==> src/rtl/speccfa_block_loader_if.sv <==
// Byte-stream source and peripheral-bus write port of the SpecCFA block loader.
// The loader is the master side; the host stream / bus fabric is the slave side.
interface speccfa_block_loader_if;
   logic [7:0]  in_data;
   logic        in_valid;
   logic        in_ready;
   logic        bus_gnt;
   logic [13:0] per_addr;
   logic [15:0] per_din;
   logic        per_en;
   logic [1:0]  per_we;

   modport master (
      input  in_data,
      input  in_valid,
      input  bus_gnt,
      output in_ready,
      output per_addr,
      output per_din,
      output per_en,
      output per_we
   );

   modport slave (
      output in_data,
      output in_valid,
      output bus_gnt,
      input  in_ready,
      input  per_addr,
      input  per_din,
      input  per_en,
      input  per_we
   );
endinterface

==> src/rtl/speccfa_block_loader.sv <==
// Fills the SpecCFA block-metadata window from a framed byte stream:
// N, six bytes per block (src, dst, len, id), XOR checksum.
//
// state  | meaning
// S_IDLE | waiting for load_start after reset
// S_HDR  | accept block count N
// S_LO   | accept low byte of the next word
// S_HI   | accept high byte of the next word
// S_WR   | bus write of the assembled word, held until bus_gnt
// S_CHK  | accept and compare checksum byte
// S_DONE | frame finished (meta_valid or chk_err), waiting for re-arm
// S_ERR  | bad block count, waiting for re-arm
module speccfa_block_loader #(
   parameter logic [14:0] BASE_ADDR     = 15'h0400,
   parameter int          MAX_BLOCKS    = 8,
   parameter int          BLOCKMEM_SIZE = 512
) (
   input  logic                          mclk,
   input  logic                          puc_rst_n,
   input  logic                          load_start,
   speccfa_block_loader_if.master        bus,
   output logic                          busy,
   output logic                          done,
   output logic                          meta_valid,
   output logic                          hdr_err,
   output logic                          chk_err,
   output logic [7:0]                    blocks_loaded
);

   if (3 * MAX_BLOCKS > BLOCKMEM_SIZE) begin : g_cfg_check
      $error("speccfa_block_loader: 3*MAX_BLOCKS does not fit in BLOCKMEM_SIZE");
   end

   localparam logic [13:0] WORD_BASE = BASE_ADDR[14:1];
   localparam logic [7:0]  MAX_N     = 8'(MAX_BLOCKS);

   typedef enum logic [2:0] {
      S_IDLE,
      S_HDR,
      S_LO,
      S_HI,
      S_WR,
      S_CHK,
      S_DONE,
      S_ERR
   } state_t;

   state_t      state_q, state_d;
   logic [7:0]  n_q, n_d;
   logic [7:0]  lo_q, lo_d;
   logic [7:0]  hi_q, hi_d;
   logic [7:0]  xor_q, xor_d;
   logic [13:0] word_idx_q, word_idx_d;
   logic [1:0]  word_sel_q, word_sel_d;
   logic [7:0]  blocks_q, blocks_d;
   logic        done_q, done_d;
   logic        meta_q, meta_d;
   logic        hdr_err_q, hdr_err_d;
   logic        chk_err_q, chk_err_d;

   logic        in_ready_w;
   logic        wr_w;
   logic        accept_w;
   logic [7:0]  blocks_inc_w;

   // Handshake outputs are pure functions of state so they can never overlap.
   assign in_ready_w   = (state_q == S_HDR) || (state_q == S_LO) ||
                         (state_q == S_HI)  || (state_q == S_CHK);
   assign wr_w         = (state_q == S_WR);
   assign accept_w     = bus.in_valid & in_ready_w;
   assign blocks_inc_w = blocks_q + 8'd1;

   assign bus.in_ready = in_ready_w;
   assign bus.per_en   = wr_w;
   assign bus.per_we   = wr_w ? 2'b11 : 2'b00;
   assign bus.per_addr = wr_w ? (WORD_BASE + word_idx_q) : 14'd0;
   assign bus.per_din  = wr_w ? {hi_q, lo_q} : 16'd0;

   assign busy          = (state_q != S_IDLE) && (state_q != S_DONE) && (state_q != S_ERR);
   assign done          = done_q;
   assign meta_valid    = meta_q;
   assign hdr_err       = hdr_err_q;
   assign chk_err       = chk_err_q;
   assign blocks_loaded = blocks_q;

   always_comb begin
      state_d    = state_q;
      n_d        = n_q;
      lo_d       = lo_q;
      hi_d       = hi_q;
      xor_d      = xor_q;
      word_idx_d = word_idx_q;
      word_sel_d = word_sel_q;
      blocks_d   = blocks_q;
      done_d     = done_q;
      meta_d     = meta_q;
      hdr_err_d  = hdr_err_q;
      chk_err_d  = chk_err_q;

      case (state_q)
         S_IDLE, S_DONE, S_ERR: begin
            if (load_start) begin
               state_d    = S_HDR;
               done_d     = 1'b0;
               meta_d     = 1'b0;
               hdr_err_d  = 1'b0;
               chk_err_d  = 1'b0;
               blocks_d   = 8'd0;
               xor_d      = 8'd0;
               word_idx_d = 14'd0;
               word_sel_d = 2'd0;
            end
         end

         S_HDR: begin
            if (accept_w) begin
               xor_d = xor_q ^ bus.in_data;
               if ((bus.in_data == 8'd0) || (bus.in_data > MAX_N)) begin
                  hdr_err_d = 1'b1;
                  state_d   = S_ERR;
               end else begin
                  n_d     = bus.in_data;
                  state_d = S_LO;
               end
            end
         end

         S_LO: begin
            if (accept_w) begin
               lo_d    = bus.in_data;
               xor_d   = xor_q ^ bus.in_data;
               state_d = S_HI;
            end
         end

         S_HI: begin
            if (accept_w) begin
               hi_d    = bus.in_data;
               xor_d   = xor_q ^ bus.in_data;
               state_d = S_WR;
            end
         end

         S_WR: begin
            if (bus.bus_gnt) begin
               word_idx_d = word_idx_q + 14'd1;
               if (word_sel_q == 2'd2) begin
                  word_sel_d = 2'd0;
                  blocks_d   = blocks_inc_w;
                  state_d    = (blocks_inc_w == n_q) ? S_CHK : S_LO;
               end else begin
                  word_sel_d = word_sel_q + 2'd1;
                  state_d    = S_LO;
               end
            end
         end

         S_CHK: begin
            if (accept_w) begin
               if (bus.in_data == xor_q) begin
                  meta_d = 1'b1;
               end else begin
                  chk_err_d = 1'b1;
               end
               done_d  = 1'b1;
               state_d = S_DONE;
            end
         end

         default: begin
            state_d = S_IDLE;
         end
      endcase
   end

   always_ff @(posedge mclk or negedge puc_rst_n) begin
      if (!puc_rst_n) begin
         state_q    <= S_IDLE;
         n_q        <= 8'd0;
         lo_q       <= 8'd0;
         hi_q       <= 8'd0;
         xor_q      <= 8'd0;
         word_idx_q <= 14'd0;
         word_sel_q <= 2'd0;
         blocks_q   <= 8'd0;
         done_q     <= 1'b0;
         meta_q     <= 1'b0;
         hdr_err_q  <= 1'b0;
         chk_err_q  <= 1'b0;
      end else begin
         state_q    <= state_d;
         n_q        <= n_d;
         lo_q       <= lo_d;
         hi_q       <= hi_d;
         xor_q      <= xor_d;
         word_idx_q <= word_idx_d;
         word_sel_q <= word_sel_d;
         blocks_q   <= blocks_d;
         done_q     <= done_d;
         meta_q     <= meta_d;
         hdr_err_q  <= hdr_err_d;
         chk_err_q  <= chk_err_d;
      end
   end

endmodule

==> src/flat_wrapper.sv <==
// flat-port wrapper written by rule: the top's interface ports become plain ports
module speccfa_block_loader_flat 
#(
   parameter logic [14:0] BASE_ADDR     = 15'h0400,
   parameter int          MAX_BLOCKS    = 8,
   parameter int          BLOCKMEM_SIZE = 512
)
  (mclk, puc_rst_n, load_start, busy, done, meta_valid, hdr_err, chk_err, blocks_loaded, bus_in_data, bus_in_valid, bus_bus_gnt, bus_in_ready, bus_per_addr, bus_per_din, bus_per_en, bus_per_we);
  speccfa_block_loader_if bus_i ();
  input  logic mclk;
  input  logic puc_rst_n;
  input  logic load_start;
  output logic busy;
  output logic done;
  output logic meta_valid;
  output logic hdr_err;
  output logic chk_err;
  output logic [7:0] blocks_loaded;
  input wire logic [$bits(bus_i.in_data)-1:0] bus_in_data;
  input wire logic [$bits(bus_i.in_valid)-1:0] bus_in_valid;
  input wire logic [$bits(bus_i.bus_gnt)-1:0] bus_bus_gnt;
  output wire logic [$bits(bus_i.in_ready)-1:0] bus_in_ready;
  output wire logic [$bits(bus_i.per_addr)-1:0] bus_per_addr;
  output wire logic [$bits(bus_i.per_din)-1:0] bus_per_din;
  output wire logic [$bits(bus_i.per_en)-1:0] bus_per_en;
  output wire logic [$bits(bus_i.per_we)-1:0] bus_per_we;
  assign bus_i.in_data = bus_in_data;
  assign bus_i.in_valid = bus_in_valid;
  assign bus_i.bus_gnt = bus_bus_gnt;
  assign bus_in_ready = bus_i.in_ready;
  assign bus_per_addr = bus_i.per_addr;
  assign bus_per_din = bus_i.per_din;
  assign bus_per_en = bus_i.per_en;
  assign bus_per_we = bus_i.per_we;
  speccfa_block_loader #(.BASE_ADDR(BASE_ADDR), .MAX_BLOCKS(MAX_BLOCKS), .BLOCKMEM_SIZE(BLOCKMEM_SIZE)) u_core (.mclk(mclk), .puc_rst_n(puc_rst_n), .load_start(load_start), .bus(bus_i), .busy(busy), .done(done), .meta_valid(meta_valid), .hdr_err(hdr_err), .chk_err(chk_err), .blocks_loaded(blocks_loaded));
endmodule
==> config.mk <==
export PLATFORM = sky130hd
export DESIGN_NAME = speccfa_block_loader_flat
export DESIGN_NICKNAME = d
export VERILOG_FILES = /design/src/rtl/speccfa_block_loader_if.sv /design/src/rtl/speccfa_block_loader.sv /design/src/flat_wrapper.sv
export SDC_FILE = /design/constraint.sdc
export NUM_CORES = 1
export LEC_CHECK = 0
export BUFFER_PORTS_ARGS = -buffer_cell sky130_fd_sc_hd__buf_2
export CAP_MARGIN = 10
export CELL_PAD_IN_SITES_DETAIL_PLACEMENT = 1
export CELL_PAD_IN_SITES_GLOBAL_PLACEMENT = 1
export CORE_UTILIZATION = 41
export CTS_BUF_LIST = sky130_fd_sc_hd__clkbuf_8
export CTS_CLUSTER_DIAMETER = 80
export DETAILED_ROUTE_END_ITERATION = 10
export PLACE_DENSITY_LB_ADDON = 0.1
export REMOVE_ABC_BUFFERS = 1
export SLEW_MARGIN = 20
export SYNTH_ARGS = -nofsm -noshare
export SYNTH_HDL_FRONTEND = slang
export SYNTH_SLANG_ARGS = --single-unit
==> constraint.sdc <==
create_clock -name mclk -period 1.8 [get_ports mclk]
set_clock_uncertainty 0.15 [all_clocks]
set_input_delay 0.36 -clock mclk [delete_from_list [all_inputs] [get_ports mclk]]
set_output_delay 0.36 -clock mclk [all_outputs]
set_load 0.02 [all_outputs]
==> impl_metrics.json, run 1 <==
{
  "initial_core_util": 0.423,
  "vdd_drop_max_mv": 0.832,
  "ys_async_sr_fraction": 1.00,
  "maxCapViolCount": 0,
  "end_kind": "output pin",
  "die-area_um2": 9340,
  "hold_class": "in -> reg",
  "clk_latency_ns": 0.35,
  "min_to": "u_core.lo_q[7]",
  "arrival_ns": 1.61,
  "max_freq_ghz": 0.472,
  "fp.coreArea_um2": 8680,
  "drc_errors": 0,
  "synth.most_common_cell": "dfrtp_1",
  "switchingPower_mw": 3.49,
  "hp-start": "bus_in_data[7]",
  "clock_path_buffers": 2,
  "grt_use_total": 0.267,
  "seqPwrFrac": 0.261,
  "ys_warn_count": 0,
  "hold_depth": 3,
  "startpoint_type": "register",
  "viasPerCell": 5.63,
  "yosysSeqAreaShare": 0.429,
  "dpl_worst_slack_ns": -0.323,
  "r2r_start": "u_core.state_q[2]",
  "grt_pass1_wl_um": 19900,
  "dr_total_vias": 3610,
  "synth_top_area_cell": "dfrtp_1",
  "grt_overflow": 0,
  "drive_gt1_frac": 0.542,
  "io_pins": 60,
  "p_leak_nw": 2.68,
  "portBuffers": 59,
  "synth_compound_area_frac": 0.125,
  "synth_flop_cell": "dfrtp_1",
  "synth_top_family_by_area": "simple AND/OR/NAND/NOR gates",
  "clk_pin_slew_ns": 0.08,
  "synth-adder-area-share": 0.0136,
  "ys_types": 64,
  "reg2regPathDepth": 6,
  "synth_xor_area_frac": 0.0716,
  "design_area_um2": 5650,
  "drt_iter0_drc": 129,
  "cp_slowest_cell": "dfrtp_2",
  "power.internal_mw": 4.77,
  "reg2reg_slack_ns": -0.30,
  "synthSimpleGateAreaFrac": 0.238,
  "power_switching_share": 0.422,
  "relSlewSlack": 0.685,
  "setup_viol": 80,
  "tritoncts": "done",
  "grt_max_degree": 64,
  "syn_avg_cell_area_um2": 9.51,
  "fin_nets": 546,
  "h-tree-depth": 3,
  "setup_ws_ns": -0.319,
  "synthCells": 386,
  "status": "finished with violations",
  "wirelength_um": 13300,
  "synth_area_leaders": "dfrtp_1 43%, mux2_2 6.4%, and3_1 5.5%, nor2_1 4.0%, xnor2_1 3.8%",
  "cts_root_buf": "clkbuf_8",
  "p_comb_frac": 0.604,
  "ys_ff_latch": 63,
  "syn_to_final_growth_pct": 54.0,
  "tightestPinTransition_ns": 0.468,
  "critPathRequiredTime_ns": 1.29,
  "dp_hpwl_um": 7400,
  "worst_r2r_endpoint": "u_core.blocks_loaded[3]",
  "path_class": "reg -> out",
  "synth_top_area_frac": 0.429,
  "rows": 34,
  "numClockSinks": 63,
  "path_cells": "and2_2 > nor2_4 > buf_4 > buf_2",
  "max_stage_delay_ns": 0.48,
  "place_area_um2": 4540,
  "worst-path-max-fanout": 6,
  "cts-buffers-inserted": 9,
  "place_congestion": 0.848,
  "synth_area_um2": 3670,
  "drtAntennaViolNets": 0,
  "p_per_area_nw_per_um2": 1460,
  "period_minus_slack_ns": 2.12,
  "slew_viol_final": 0,
  "p_clk_frac": 0.135,
  "firstDrtPassIters": 4,
  "num_antenna_cells": 0,
  "die_w_um": 96.6,
  "antenna_found_initial": 0,
  "rsz0062_at_grt": "yes",
  "hold_violations": 0,
  "die_h_um": 96.6,
  "fin_crit_sh": 1.18,
  "grt_pass1_vias": 3813,
  "synthMuxAreaShare": 0.0739,
  "synth_edf_count": 0,
  "violations": "negative setup slack",
  "synth_commonest_cells": "63 x dfrtp_1, 39 x nor2_1, 32 x and3_1",
  "wl_per_cell_um": 20.8
}
[flip-flops by register name, indices dropped and copies added (netlist names)]
name and cells:
u_core.word_idx_q 14, u_core.blocks_loaded 8, u_core.hi_q 8, u_core.lo_q 8, u_core.n_q 8, u_core.xor_q 8, u_core.state_q 3, u_core.word_sel_q 2
u_core.chk_err 1, u_core.done 1, u_core.hdr_err 1, u_core.meta_valid 1
[area by class of cell]
type,instances,area [µm²]
Sequential cell,63,1580
Inverter,6,25.0
Clock inverter,6,40.0
Multi-Input combinational cell,290,2410
Timing Repair Buffer,159,1330
Clock buffer,9,124
Fill cell,949,3020
Tap cell,108,135
[cells in the final DEF, fill, tap and decap left out, types with 3 or more instances in the layout]
cell         n
nor2_2       3
mux2_2      10
nand2_1     20
nand4_1      9
dfrtp_1     59
xnor2_2      4
clkbuf_8     9
o21ai_0     12
nand2_2      3
a21oi_1      8
a31oi_1      3
mux2_4      12
clkinvlp_4   3
nor2_4       8
and3_4      16
nor2_1      28
and2_1       5
xnor2_1     12
o21ai_2      9
inv_1        5
buf_2       33
o21ai_1      8
nand3_1      4
nor3_2       4
nand2b_1     9
buf_6       52
xor2_1      12
and3_1      15
dfrtp_2      4
buf_4       71
nand3_2      4
nand2_4      4
[cells by family (layout without fill, tap and decap cells)]
group / Yosys count / count (layout)
adders and majority gates: 4 / 4
DFF: 63 / 63
AOI/OAI and AO/OA: 70 / 70
muxes: 24 / 24
and+or+nand+nor: 162 / 162
buffers and inverters: 33 / 180
xor gates and xnor gates: 30 / 30
[stage by stage]
stage                util  TNS, ns  hold slack, ns  std cells  power (mW)
floorplan               -   -40.89         -0.0856        359        3.79
global placement    0.523    -7.27           0.254        603        5.18
detailed placement  0.523   -10.44           0.257        603        5.31
CTS                 0.618   -11.91           0.240        639        7.48
global route        0.652   -18.80           0.254        641        8.65
finish              0.652   -13.79           0.248        641        8.26
[timing repair]
item / in CTS / in global routing
gates resized for setup: 144 / 66
endpoints found under the hold margin: 63 / 0
pin swaps: 18 / 30
setup buffers: 19 / 6
hold buffers: 1 / 0
endpoints found under the setup margin: 85 / 93
cloned: 1 / 0
[routing by layer]
layer | global-route usage | part of all wire
met5 | 0 | 0
met4 | 0.0769 | 0.019
met3 | 0.0477 | 0.030
met2 | 0.473 | 0.55
met1 | 0.329 | 0.40
[how the worst max path moves through the flow]
stage                      start                 endpoint  slack, ns  cells after the start
4_1_cts        u_core.state_q[1]           bus_per_din[0]      -0.27                      5
2_1_floorplan  u_core.state_q[1]  u_core.blocks_loaded[0]      -1.10                      5
6_report       u_core.state_q[2]                     busy      -0.32                      4
5_1_grt        u_core.state_q[1]          bus_per_din[13]      -0.35                      5
3_5_place_dp      bus_in_data[4]        u_core.state_q[2]      -0.32                      6
3_3_place_gp      bus_in_data[4]        u_core.state_q[2]      -0.28                      6
[power groups by stage]
| stage | combinational [mW] | clock [mW] | sequential (mW) |
|---|---|---|---|
| after global placement | 3.09 | 0 | 2.09 |
| after detailed placement | 3.20 | 0 | 2.12 |
| final | 4.99 | 1.11 | 2.16 |
| after floorplan | 1.62 | 0 | 2.17 |
| after global routing | 5.28 | 1.17 | 2.20 |
| after CTS | 4.25 | 1.13 | 2.10 |
[critical path: cells and delay by family (launching register included)]
kind | cells | cell delay [ns]
DFF | 1 | 0.48
and+or+nand+nor | 2 | 0.48
buffers and inverters | 2 | 0.29
No activity file was read; power rests on OpenSTA's default activity.
==> inputs of run 2 (changes only) <==
--- a/config.mk
+++ b/config.mk
@@ -13,7 +13,7 @@
 export CTS_BUF_LIST = sky130_fd_sc_hd__clkbuf_8
 export CTS_CLUSTER_DIAMETER = 80
 export DETAILED_ROUTE_END_ITERATION = 10
-export PLACE_DENSITY_LB_ADDON = 0.1
+export PLACE_DENSITY_LB_ADDON = 0.12
 export REMOVE_ABC_BUFFERS = 1
 export SLEW_MARGIN = 20
 export SYNTH_ARGS = -nofsm -noshare
==> run 2 against run 1 <==
The flow still finishes with violations (negative setup slack). Fmax is 0.62% higher. Via count is 3.0% higher. Critical path depth is 4 higher. Total power is 5.6% higher. Wire length is 12% higher. Critical endpoint is now u_core.state_q[1]. Count of clock-buffer cells in the layout is 1 higher. Sequential power is 2% higher. Largest cell class unchanged. Global-route usage is 1.3 points lower.
==> impl_metrics.json, run 2 (synthesis results as in run 1) <==
{
  "p_leak_nw": 2.68,
  "grt_use_total": 0.253,
  "r2r_start": "u_core.state_q[1]",
  "initial_core_util": 0.423,
  "largest_reg_flops": 14,
  "drtAntennaViolNets": 0,
  "h-tree-depth": 3,
  "tightestPinTransition_ns": 0.370,
  "setup_viol": 79,
  "power_switching_share": 0.421,
  "maxCapViolCount": 0,
  "status": "finished with violations",
  "relSlewSlack": 0.753,
  "clk_pin_slew_ns": 0.08,
  "seqPwrFrac": 0.254,
  "dr_total_vias": 3719,
  "vdd_drop_max_mv": 1.09,
  "path_class": "reg -> reg",
  "wl_per_cell_um": 23.1,
  "final_cell_mix": "75 x buf_4, 57 x dfrtp_1, 55 x buf_6",
  "tns_ns": -12.01,
  "multiInputGateArea_um2": 2430,
  "rows": 34,
  "num_antenna_cells": 0,
  "wirelength_um": 14900,
  "p_total_mw": 8.72,
  "violations": "negative setup slack",
  "drc_errors": 0,
  "portBuffers": 59,
  "grt_overflow": 0,
  "hp-start": "bus_in_data[5]",
  "p_clk_frac": 0.150,
  "fill_cells": 919,
  "power.internal_mw": 5.05,
  "slew_viol_final": 0,
  "worst_r2r_endpoint": "u_core.state_q[1]",
  "fin_nets": 549,
  "clk_latency_ns": 0.36,
  "die-area_um2": 9340,
  "critPathRequiredTime_ns": 1.90,
  "reg2reg_slack_ns": -0.31,
  "top_register": "u_core.word_idx_q",
  "period_minus_slack_ns": 2.11,
  "grt_pass1_wl_um": 18800,
  "max_freq_ghz": 0.475,
  "mostFrequentLayoutCell": "buf_4",
  "antenna_found_initial": 0,
  "fp.coreArea_um2": 8680,
  "fin_crit_sh": 1.17,
  "startpoint_type": "register",
  "rsz0062_at_grt": "yes",
  "cts-buffers-inserted": 9,
  "place_congestion": 0.950,
  "tritoncts": "done",
  "io_pins": 60,
  "cp-endpoint": "u_core.state_q[1]",
  "arrival_ns": 2.21,
  "syn_to_final_growth_pct": 57.9,
  "grt_max_degree": 64,
  "worst-path-max-fanout": 5,
  "viasPerCell": 5.77,
  "crit_start": "u_core.state_q[1]",
  "regArea_um2": 1580,
  "p_comb_frac": 0.596,
  "grt_pass1_vias": 3691,
  "hold_class": "in -> reg",
  "die_w_um": 96.6,
  "die_h_um": 96.6,
  "switchingPower_mw": 3.67,
  "drt_iter0_drc": 179,
  "drive_gt1_frac": 0.555,
  "cts_root_buf": "clkbuf_8",
  "firstDrtPassIters": 5,
  "dp_hpwl_um": 7660,
  "clock_path_buffers": 2,
  "end_kind": "register",
  "setup_ws_ns": -0.306,
  "p_per_area_nw_per_um2": 1500,
  "hold_violations": 0,
  "reg2regPathDepth": 8,
  "numClockSinks": 63
}
## run 2: cell types whose count changed in the layout (fill, tap and decap cells not counted), sizes merged
cell	delta
buf	+2
bufinv	+1
clkbuf	+2
clkinv	-1
## run 2: per-stage QoR
step	utilization	cells	hold WS (ns)	area, µm²	worst slack, ns
after global routing	0.668	645	0.244	5800	-0.366
after global placement	0.529	608	0.253	4590	-0.260
after CTS	0.612	635	0.237	5310	-0.224
final	0.668	645	0.246	5800	-0.306
after floorplan	-	359	-0.0856	3520	-1.10
after detailed placement	0.529	608	0.253	4590	-0.303
## run 2: power groups by stage
stage / clock (mW) / sequential [mW] / combinational (mW)
floorplan: 0 / 2.17 / 1.62
global placement: 0 / 2.06 / 3.23
detailed placement: 0 / 2.10 / 3.33
CTS: 1.28 / 2.10 / 4.08
global route: 1.37 / 2.24 / 5.47
finish: 1.31 / 2.21 / 5.20
## run 2: per-layer routing
layer | global-route usage | vias up | routed length (µm)
li1 | - | 1657 | -
met1 | 0.314 | 1908 | 5760
met2 | 0.441 | 109 | 8060
met3 | 0.0441 | 45 | 456
met4 | 0.0918 | 0 | 594
met5 | 0 | - | 0
## run 2: final cells by class
class / instances / area share
Tap cell: 108 / 0.0233
Multi-Input combinational cell: 290 / 0.419
Clock inverter: 6 / 0.0106
Clock buffer: 10 / 0.0237
Sequential cell: 63 / 0.273
Inverter: 6 / 0.00431
Timing Repair Buffer: 162 / 0.246
## run 2: how the worst min path moves through the flow
stage	endpoint	slack (ns)	cells past startpoint
floorplan	u_core.blocks_loaded[0]	-0.09	0
global placement	u_core.word_idx_q[8]	0.25	2
detailed placement	u_core.word_idx_q[8]	0.25	2
CTS	u_core.hi_q[5]	0.24	3
global route	u_core.lo_q[5]	0.24	3
finish	u_core.lo_q[5]	0.25	3
## run 2: what timing repair did
action / in CTS / in global routing
endpoints found under the hold margin: 63 / 0
hold buffers: 1 / 0
pin swaps: 21 / 39
resized for setup: 131 / 106
gates cloned: 1 / 1
endpoints found under the setup margin: 86 / 85
setup buffers: 10 / 12
## run 2: critical path: stages, from the launching register on
cell and delay (ns):
dfrtp_2 0.46, buf_6 0.14, buf_6 0.12, or2_4 0.23, o22a_1 0.21, nand2_2 0.12
a2111oi_4 0.05, a32oi_1 0.25, a21bo_2 0.26
==> inputs of run 3 (changes only) <==
--- a/config.mk
+++ b/config.mk
@@ -9,6 +9,7 @@
 export CAP_MARGIN = 10
 export CELL_PAD_IN_SITES_DETAIL_PLACEMENT = 1
 export CELL_PAD_IN_SITES_GLOBAL_PLACEMENT = 1
+export CORE_ASPECT_RATIO = 2
 export CORE_UTILIZATION = 41
 export CTS_BUF_LIST = sky130_fd_sc_hd__clkbuf_8
 export CTS_CLUSTER_DIAMETER = 80
==> run 3 against run 2 <==
The flow still finishes with violations (negative setup slack). Cell count fell by 0.47%. Fmax fell by 2.8%. Combinational power rose by 8.7%. Wire length rose by 9.7%. Total power rose by 2.4%. Non-clock buffer count rose by 8. Worst hold slack improved by 0.017 ns. Setup slack got worse by 0.061 ns. Cell area rose by 0.50%. Sequential power barely moved. Critical path depth fell by 3. Critical path type is now reg -> out.
==> impl_metrics.json, run 3 (synthesis results as in run 1) <==
{
  "syn_to_final_growth_pct": 58.7,
  "critPathTopFamily": "flip-flops",
  "drive_gt1_frac": 0.546,
  "drtAntennaViolNets": 0,
  "p_per_area_nw_per_um2": 1530,
  "numClockSinks": 63,
  "final_cell_mix": "82 x buf_4, 59 x dfrtp_1, 53 x buf_6",
  "tritoncts": "done",
  "finalNonFillerCells": 642,
  "grt_pass1_vias": 3968,
  "rsz0062_at_grt": "yes",
  "rows": 48,
  "place_inst": 601,
  "relSlewSlack": 0.595,
  "clk_pin_slew_ns": 0.06,
  "arrival_ns": 1.66,
  "drt_iter0_drc": 223,
  "startpoint_type": "register",
  "max_stage_delay_ns": 0.45,
  "maxCapViolCount": 0,
  "multiInputGateArea_um2": 2440,
  "critPathRequiredTime_ns": 1.29,
  "top_register": "u_core.word_idx_q",
  "fp.coreArea_um2": 8650,
  "initial_core_util": 0.425,
  "die-area_um2": 9360,
  "num_antenna_cells": 0,
  "path_cells": "nor2_4 > buf_6 > buf_16 > and3_1 > buf_6",
  "drc_errors": 0,
  "place_congestion": 0.840,
  "crit_top_cell": "buf_6",
  "regArea_um2": 1580,
  "setup_ws_ns": -0.367,
  "status": "finished with violations",
  "path_class": "reg -> out",
  "grt_use_total": 0.305,
  "slew_viol_final": 0,
  "mostFrequentLayoutCell": "buf_4",
  "period_minus_slack_ns": 2.17,
  "cp_slowest_cell": "dfrtp_2",
  "clock_path_buffers": 2,
  "h-tree-depth": 3,
  "cts_root_buf": "clkbuf_8",
  "vdd_drop_max_mv": 1.52,
  "tightestPinTransition_ns": 0.602,
  "violations": "negative setup slack",
  "grt_max_degree": 26,
  "wirelength_um": 16300,
  "tns_ns": -17.35,
  "firstDrtPassIters": 4,
  "critPathBufInv": 3,
  "viasPerCell": 5.93,
  "portBuffers": 59,
  "die_w_um": 68.9,
  "cts-buffers-inserted": 9,
  "wl_per_cell_um": 25.4,
  "fill_cells": 891,
  "largest_reg_flops": 14,
  "fin_nets": 557,
  "grt_overflow": 0,
  "setup_viol": 83,
  "end_kind": "output pin",
  "io_pins": 60,
  "clk_latency_ns": 0.37,
  "fin_crit_sh": 1.20,
  "grt_pass1_wl_um": 20400,
  "hold_class": "in -> reg",
  "dp_hpwl_um": 8550,
  "die_h_um": 136,
  "antenna_found_initial": 0,
  "worst-path-max-fanout": 12,
  "hold_violations": 0,
  "p_leak_nw": 2.77,
  "dr_total_vias": 3809,
  "max_freq_ghz": 0.461
}
[run 3: layout make-up]
type	instances	share of cell area
multi-input combinational	290	0.419
sequential	63	0.271
timing repair buffer	170	0.258
clock buffer	10	0.0236
tap	100	0.0215
inverter	6	0.00386
clock inverter	3	0.00236
[run 3: worst paths after layout]
path | start | endpoint | slack (ns) | cells after the start
min reg2reg | u_core.n_q[6] | u_core.n_q[6] | 0.37 | 1
max reg2reg | u_core.state_q[0] | u_core.word_idx_q[13] | -0.36 | 10
max | u_core.state_q[0] | bus_per_addr[10] | -0.37 | 5
max in group asynchronous | puc_rst_n | u_core.state_q[0] | 0.54 | 3
min | bus_in_data[6] | u_core.lo_q[6] | 0.26 | 3
min in group asynchronous | puc_rst_n | u_core.blocks_loaded[7] | 0.37 | 2
[run 3: tightest hold or removal path, cell delays in order]
cell and delay (ns):
buf_2 0.10, buf_4 0.14, mux2_4 0.14
[run 3: what timing repair did]
| item | 4_1_cts | 5_1_grt |
|---|---|---|
| buffers inserted | 18 | 12 |
| hold endpoints to repair | 17 | 0 |
| cloned | 1 | 1 |
| resized for setup | 135 | 95 |
| hold buffers | 1 | 0 |
| pin swaps | 32 | 31 |
| setup endpoints to repair | 87 | 90 |
[run 3: through the flow]
step | total power [mW] | utilization | hold slack [ns] | setup WS [ns] | instance area (µm²)
after floorplan | 3.79 | - | -0.0856 | -1.10 | 3520
after global placement | 5.35 | 0.530 | 0.218 | -0.348 | 4590
after detailed placement | 5.52 | 0.530 | 0.219 | -0.398 | 4590
after CTS | 7.72 | 0.619 | 0.237 | -0.285 | 5350
after global routing | 9.24 | 0.674 | 0.267 | -0.451 | 5830
final | 8.92 | 0.674 | 0.263 | -0.367 | 5830
[run 3: routing by layer]
layer  track usage  vias to the layer above  part of all wire
li1              -                     1663                 -
met1         0.323                     1925              0.34
met2         0.535                      149              0.56
met3        0.0470                       72             0.043
met4         0.190                        0             0.060
met5             0                        -                 0
[run 3: power breakdown]
part | switching (mW) | internal (mW)
Clock | 0.581 | 0.504
Sequential | 0.379 | 1.81
Combinational | 2.88 | 2.78
